[src/rtl/tcdm_rr_arbiter.sv]
`timescale 1ns/1ps
// tcdm_rr_arbiter
// Round-robin arbiter sharing one TCDM slave port among NR TCDM masters.
// A stalled request stays locked to its requester until granted. Each
// handshake pushes the winner id into a RESP_LAT-deep pipe, which steers
// the returning response. Sequencing problems (unexpected or missing
// response, locked requester dropping req) set the sticky err_o.
// Optional: define TCDM_RR_ARBITER_PERF_EN to add cnt_gnt_o / cnt_stall_o.
module tcdm_rr_arbiter #(
  parameter int unsigned NR       = 4,
  parameter int unsigned AW       = 32,
  parameter int unsigned DW       = 32,
  parameter int unsigned RESP_LAT = 1
) (
  input  logic                 clk_i,
  input  logic                 rst_ni,
  input  logic                 clear_i,
  input  logic [NR-1:0]        req_i,
  input  logic [NR*AW-1:0]     add_i,
  input  logic [NR-1:0]        wen_i,
  input  logic [NR*DW/8-1:0]   be_i,
  input  logic [NR*DW-1:0]     data_i,
  output logic [NR-1:0]        gnt_o,
  output logic [NR*DW-1:0]     r_data_o,
  output logic [NR-1:0]        r_valid_o,
  output logic                 mem_req_o,
  output logic [AW-1:0]        mem_add_o,
  output logic                 mem_wen_o,
  output logic [DW/8-1:0]      mem_be_o,
  output logic [DW-1:0]        mem_data_o,
  input  logic                 mem_gnt_i,
  input  logic [DW-1:0]        mem_r_data_i,
  input  logic                 mem_r_valid_i,
  output logic                 err_o
`ifdef TCDM_RR_ARBITER_PERF_EN
  ,
  output logic [NR*32-1:0]     cnt_gnt_o,
  output logic [31:0]          cnt_stall_o
`endif
);

  localparam int unsigned IW = $clog2(NR);
  localparam int unsigned BW = DW / 8;

  logic [IW-1:0] ptr_q;
  logic [IW-1:0] lock_idx_q;
  logic          lock_q;
  logic [IW-1:0] winner;
  logic [IW-1:0] ptr_nxt;
  logic          lock_drop;
  logic          any_req;
  logic          hs;
  logic          stall;

  logic          pipe_vld_q [RESP_LAT];
  logic [IW-1:0] pipe_id_q  [RESP_LAT];
  logic          out_vld;
  logic [IW-1:0] out_id;

  assign any_req = |req_i;
  assign hs      = any_req & mem_gnt_i;
  assign stall   = any_req & ~mem_gnt_i;
  assign ptr_nxt = (winner == IW'(NR - 1)) ? '0 : winner + IW'(1);
  assign out_vld = pipe_vld_q[RESP_LAT-1];
  assign out_id  = pipe_id_q[RESP_LAT-1];

  // Winner selection: honour a live lock, otherwise scan from ptr_q upwards.
  // A lock whose requester dropped req is ignored and normal scanning applies.
  always_comb begin
    logic          found;
    logic [IW-1:0] cand;
    int unsigned   idx;
    winner    = '0;
    found     = 1'b0;
    cand      = '0;
    idx       = 0;
    lock_drop = lock_q & ~req_i[lock_idx_q];
    if (lock_q && req_i[lock_idx_q]) begin
      winner = lock_idx_q;
    end else begin
      for (int unsigned k = 0; k < NR; k++) begin
        idx = 32'(ptr_q) + k;
        if (idx >= NR) idx = idx - NR;
        cand = IW'(idx);
        if (!found && req_i[cand]) begin
          winner = cand;
          found  = 1'b1;
        end
      end
    end
  end

  // Route the winner's request fields downstream and return its grant.
  always_comb begin
    gnt_o      = '0;
    mem_req_o  = any_req;
    mem_add_o  = '0;
    mem_wen_o  = 1'b0;
    mem_be_o   = '0;
    mem_data_o = '0;
    for (int unsigned i = 0; i < NR; i++) begin
      if (any_req && (winner == IW'(i))) begin
        gnt_o[i]   = mem_gnt_i;
        mem_add_o  = add_i[i*AW +: AW];
        mem_wen_o  = wen_i[i];
        mem_be_o   = be_i[i*BW +: BW];
        mem_data_o = data_i[i*DW +: DW];
      end
    end
  end

  // Round-robin pointer and stall lock.
  always_ff @(posedge clk_i or negedge rst_ni) begin
    if (!rst_ni) begin
      ptr_q      <= '0;
      lock_q     <= 1'b0;
      lock_idx_q <= '0;
    end else if (clear_i) begin
      ptr_q      <= '0;
      lock_q     <= 1'b0;
      lock_idx_q <= '0;
    end else if (hs) begin
      ptr_q  <= ptr_nxt;
      lock_q <= 1'b0;
    end else if (stall) begin
      lock_q     <= 1'b1;
      lock_idx_q <= winner;
    end else begin
      lock_q <= 1'b0;
    end
  end

  // Response id pipe: one stage per cycle of downstream latency.
  always_ff @(posedge clk_i or negedge rst_ni) begin
    if (!rst_ni) begin
      for (int unsigned s = 0; s < RESP_LAT; s++) begin
        pipe_vld_q[s] <= 1'b0;
        pipe_id_q[s]  <= '0;
      end
    end else if (clear_i) begin
      for (int unsigned s = 0; s < RESP_LAT; s++) begin
        pipe_vld_q[s] <= 1'b0;
        pipe_id_q[s]  <= '0;
      end
    end else begin
      pipe_vld_q[0] <= hs;
      pipe_id_q[0]  <= winner;
      for (int unsigned s = 1; s < RESP_LAT; s++) begin
        pipe_vld_q[s] <= pipe_vld_q[s-1];
        pipe_id_q[s]  <= pipe_id_q[s-1];
      end
    end
  end

  // Steer the response valid to the requester that issued the handshake.
  always_comb begin
    r_valid_o = '0;
    for (int unsigned i = 0; i < NR; i++) begin
      r_valid_o[i] = mem_r_valid_i & out_vld & (out_id == IW'(i));
    end
  end

  assign r_data_o = {NR{mem_r_data_i}};

  // Sticky sequencing error flag.
  always_ff @(posedge clk_i or negedge rst_ni) begin
    if (!rst_ni) begin
      err_o <= 1'b0;
    end else if (clear_i) begin
      err_o <= 1'b0;
    end else if (lock_drop || (mem_r_valid_i != out_vld)) begin
      err_o <= 1'b1;
    end
  end

`ifdef TCDM_RR_ARBITER_PERF_EN
  logic [31:0] cnt_gnt_q [NR];
  logic [31:0] cnt_stall_q;

  // Saturating handshake counters per requester and stall-cycle counter.
  always_ff @(posedge clk_i or negedge rst_ni) begin
    if (!rst_ni) begin
      for (int unsigned i = 0; i < NR; i++) cnt_gnt_q[i] <= '0;
      cnt_stall_q <= '0;
    end else if (clear_i) begin
      for (int unsigned i = 0; i < NR; i++) cnt_gnt_q[i] <= '0;
      cnt_stall_q <= '0;
    end else begin
      for (int unsigned i = 0; i < NR; i++) begin
        if (hs && (winner == IW'(i)) && (cnt_gnt_q[i] != '1)) begin
          cnt_gnt_q[i] <= cnt_gnt_q[i] + 32'd1;
        end
      end
      if (stall && (cnt_stall_q != '1)) begin
        cnt_stall_q <= cnt_stall_q + 32'd1;
      end
    end
  end

  // Flatten the counter array onto the output bus.
  always_comb begin
    cnt_gnt_o = '0;
    for (int unsigned i = 0; i < NR; i++) cnt_gnt_o[i*32 +: 32] = cnt_gnt_q[i];
  end

  assign cnt_stall_o = cnt_stall_q;
`endif

endmodule

[config.mk]
export PLATFORM = sky130hd
export DESIGN_NAME = tcdm_rr_arbiter
export DESIGN_NICKNAME = d
export VERILOG_FILES = /design/src/rtl/tcdm_rr_arbiter.sv
export SDC_FILE = /design/constraint.sdc
export NUM_CORES = 1
export LEC_CHECK = 0
export BUFFER_PORTS_ARGS = -buffer_cell sky130_fd_sc_hd__buf_2
export CAP_MARGIN = 0
export CORE_AREA = 10 10 196 198
export CTS_CLUSTER_SIZE = 14
export DETAILED_ROUTE_END_ITERATION = 10
export DIE_AREA = 0 0 206 208
export PLACE_DENSITY_LB_ADDON = 0.1
export SETUP_SLACK_MARGIN = 0.2
export SLEW_MARGIN = 20
export SYNTH_ARGS = -nofsm -noshare
export SYNTH_HDL_FRONTEND = slang
export SYNTH_SLANG_ARGS = --single-unit
[constraint.sdc]
create_clock -name clk_i -period 4.75 [get_ports clk_i]
set_clock_uncertainty 0.05 [all_clocks]
set_input_delay 0.95 -clock clk_i [delete_from_list [all_inputs] [get_ports clk_i]]
set_output_delay 0.95 -clock clk_i [all_outputs]
set_load 0.1 [all_outputs]
==> summary.txt <==
Run status
  – Run status: finished clean

Critical path
  – Worst-path fanout max: 18
  – Required time reported for the critical path endpoint: 3750 ps
  – Capture point of the worst reg-to-reg path: ptr_q[0]$_DFFE_PN0P_
  – Critical Path Source Type: input pin
  – Worst reg2reg path depth: 6
  – Data arrival time at the worst-slack endpoint: 3440 ps
  – Reg-to-reg setup timing slack: 2560 ps
  – Max incr delay on CP: 300 ps
  – Crit. End Element: output pin
  – Critical-path cell list: buf_4 -> and3b_1 -> o21ai_2 -> nand2_2 -> o22a_1 -> ha_2 -> nand2b_1 -> a311oi_4 -> buf_6 -> clkbuf_16 -> a31oi_1 -> o2bb2ai_4 -> buf_12
  – Highest-delay cell along the critical path: a311oi_4
  – Start of the worst register-to-register path: ptr_q[1]$_DFFE_PN0P_
  – Critical path start-end classification: input pin to output pin

Clock tree
  – CTS H-tree depth: 1
  – Clk sinks: 9
  – Maximum number of buffers from clock root to sink: 2
  – CTS tree: done
  – Hold buffers post-CTS: 0
  – Source-to-sink clock delay at the later pin of the worst-skew pair: 230 ps
  – Clock buffers created by TritonCTS: 3
  – Clock Root Buffer: clkbuf_16
  – Clock-pin slew of the registers on the worst-case setup and hold paths: 40 ps

Timing
  – Setup repair after global routing missed its margin: false
  – Worst rel slew slack: 31.2%
  – Transition time at the pin with the least slew margin: 1030 ps
  – Hold violation count in the final report: 0
  – Final critical path time including I/O delays and setup: 4440 ps
  – Total count of max-transition violations in the final report: 0
  – Period Utilization, post-route: 93.5%
  – Hold slack final: 480 ps
  – Max Clk Rate: 225 MHz
  – Setup TNS: 0 ps
  – Setup slack of the critical path after layout: 307 ps
  – Setup violation total in the final timing report: 0

Power
  – PnR Total Power: 3.76 mW
  – Maximum resistive drop on vdd: 0.236 mV
  – Leakage dissipation: 3.34 nW
  – Power density of the placed cells: 447 nW/um^2

Detailed routing
  – Top layer reached by signal wires: met5
  – Per-cell routed wire length: 27.5 um
  – Number of vias per cell after detailed routing: 4.79
  – Detailed Route Iter0 Violations: 233
  – Pre-antenna DRT Iters: 6
  – Routed via count: 5816
  – Drt drc: 0
  – Aggregate routed wire length: 33300 um
  – Length of routed wiring on met1: 11400 um
  – Detailed route wirelength on metal3: 3610 um
  – Post-route ant nets: 0
  – Length of routed met2 wiring: 17700 um

Synthesis
  – Number of enable flip-flop cells after synthesis: 0
  – Yosys reg bits: 9
  – Netlist area before placement: 4320 sq um
  – Per-instance average area after synthesis: 7.79 sq um
  – Total nets after synthesis: 875
  – Synth async-reset ratio: 100%
  – Count of synthesis-stage warnings from yosys: 0
  – Dominant synthesized flop cell: dfrtp_1
  – Syn Inst Count: 555
  – Library cells used by synthesis: 40
  – Proportion of synthesized chip area in sequential cells: 5.21%

Die
  – I/O pin cnt: 524
  – Core outline area: 34400 sq um
  – Die outline height: 208 um
  – Die W: 206 um
  – Row cnt: 68
  – Starting density of the core: 12.6%
  – Die ar.: 42800 sq um

Layout
  – Number of filler cells placed in the layout: 3736
  – Layout cell share with drive strength beyond 1: 64.8%
  – Fin cells: 1213
  – Final Core Density: 24.5%
  – Area grow syn2layout: 94.6%
  – Net total in the final layout: 1071
  – Post-Layout Inst Area: 8410 sq um
  – Commonest cells after routing, fill and taps aside: buf_2 (289), buf_12 (84), o221ai_1 (69), a221o_1 (69), o2bb2ai_4 (69)
  – Most common library cell in the layout ignoring fill and taps: buf_2

Placed design
  – Port bufs: 363
  – Place WS: 191 ps
  – Post-DP HPWL: 25600 um
  – Placed cells: 1194
  – Post-Place Cell Area: 8150 sq um
  – RePlAce Congestion: 0.744

GRT
  – Number of antenna violations at the first check in global routing: 16
  – First-pass GRT wire length: 46600 um
  – Pin count of the biggest net entering global routing: 72
  – Aggregate global routing overflow: 0
  – Global router's overall resource usage: 14.3%
  – Via count of the first global-routing pass: 6377

Hold path
  – Type of the most critical hold path: register to register
  – Number of cells on the worst hold path: 2
  – Origin of the worst min-delay path: err_o$_DFFE_PN0P_
  – Capture endpoint of the worst hold path: err_o$_DFFE_PN0P_

Job
  – Count of max-cap constraint violations: 0
## where the power goes
| group | total (mW) | switching, mW | internal [mW] |
|---|---|---|---|
| sequential | 0.0932 | 0.00964 | 0.0835 |
| combinational | 3.52 | 2.25 | 1.27 |
| clock | 0.146 | 0.0341 | 0.112 |
## final cells by class
type | count | area, sq um | area share [%]
well taps | 455 | 569 | 6.77
repair buffers | 394 | 3340 | 39.7
inverters | 4 | 15.0 | 0.179
diodes | 8 | 20.0 | 0.238
flip-flops and latches | 9 | 225 | 2.68
multi-input cells | 339 | 4160 | 49.4
clock buffers | 4 | 78.8 | 0.938
## per-layer routing
metal  global-route usage (%)  vias to the layer above
met3                     5.86                       52
met5                        0                        -
met4                     2.43                       20
met1                     14.7                     2793
met2                     26.6                      345
li1                         -                     2606
## worst max-delay path by stage
stage / depth (start not counted) / slack, ps / start / to
floorplan: 13 / 200 / req_i[3] / mem_add_o[21]
global placement: 13 / 140 / req_i[3] / mem_be_o[0]
detailed placement: 13 / 190 / req_i[3] / mem_add_o[21]
CTS: 13 / 190 / req_i[3] / mem_be_o[0]
global route: 14 / 190 / req_i[2] / mem_data_o[31]
finish: 13 / 310 / req_i[3] / mem_data_o[6]
## logic make-up (layout without fill, tap and decap cells)
kind of cell,Yosys count,count (layout),synth area share [%]
AOI/OAI and AO/OA,291,291,56.7
and+or+nand+nor,42,42,5.59
adders and majority gates,3,3,0.869
other,0,8,0
DFF,9,9,5.21
buffers and inverters,207,402,30.9
muxes,3,3,0.724
## critical path: cells and delay by family
family | cells | cell delay [ps]
simple gates | 3 | 460
fa+ha+maj | 1 | 230
buf+inv | 4 | 750
compound gates | 5 | 1010
## registers in the layout (all words and copies together) (netlist names)
register and cells:
lock_idx_q 2, out_id 2, ptr_q 2, err_o 1
lock_q 1, out_vld 1
## what timing repair did
action	in CTS	in global routing
endpoints found under the setup margin	3	69
cloned	0	3
pin swaps	0	7
setup buffers	0	4
gates resized for setup	1	11
## cell usage after synthesis (all sizes together) (2+ instances only)
cell type / n / area (sq um)
buf: 158 / 1150
a221o: 69 / 691
a31oi: 69 / 432
o221ai: 69 / 604
o2bb2ai: 69 / 604
clkbuf: 45 / 169
nor2: 12 / 45.0
dfrtp: 9 / 225
nand2: 8 / 30.0
a211oi: 4 / 30.0
and2: 4 / 25.0
and3: 4 / 25.0
inv: 4 / 15.0
ha: 3 / 37.5
nand2b: 3 / 18.8
nand3b: 3 / 22.5
o21ai: 3 / 18.8
mux2i: 2 / 20.0
No activity file was read; power rests on OpenSTA's default activity.
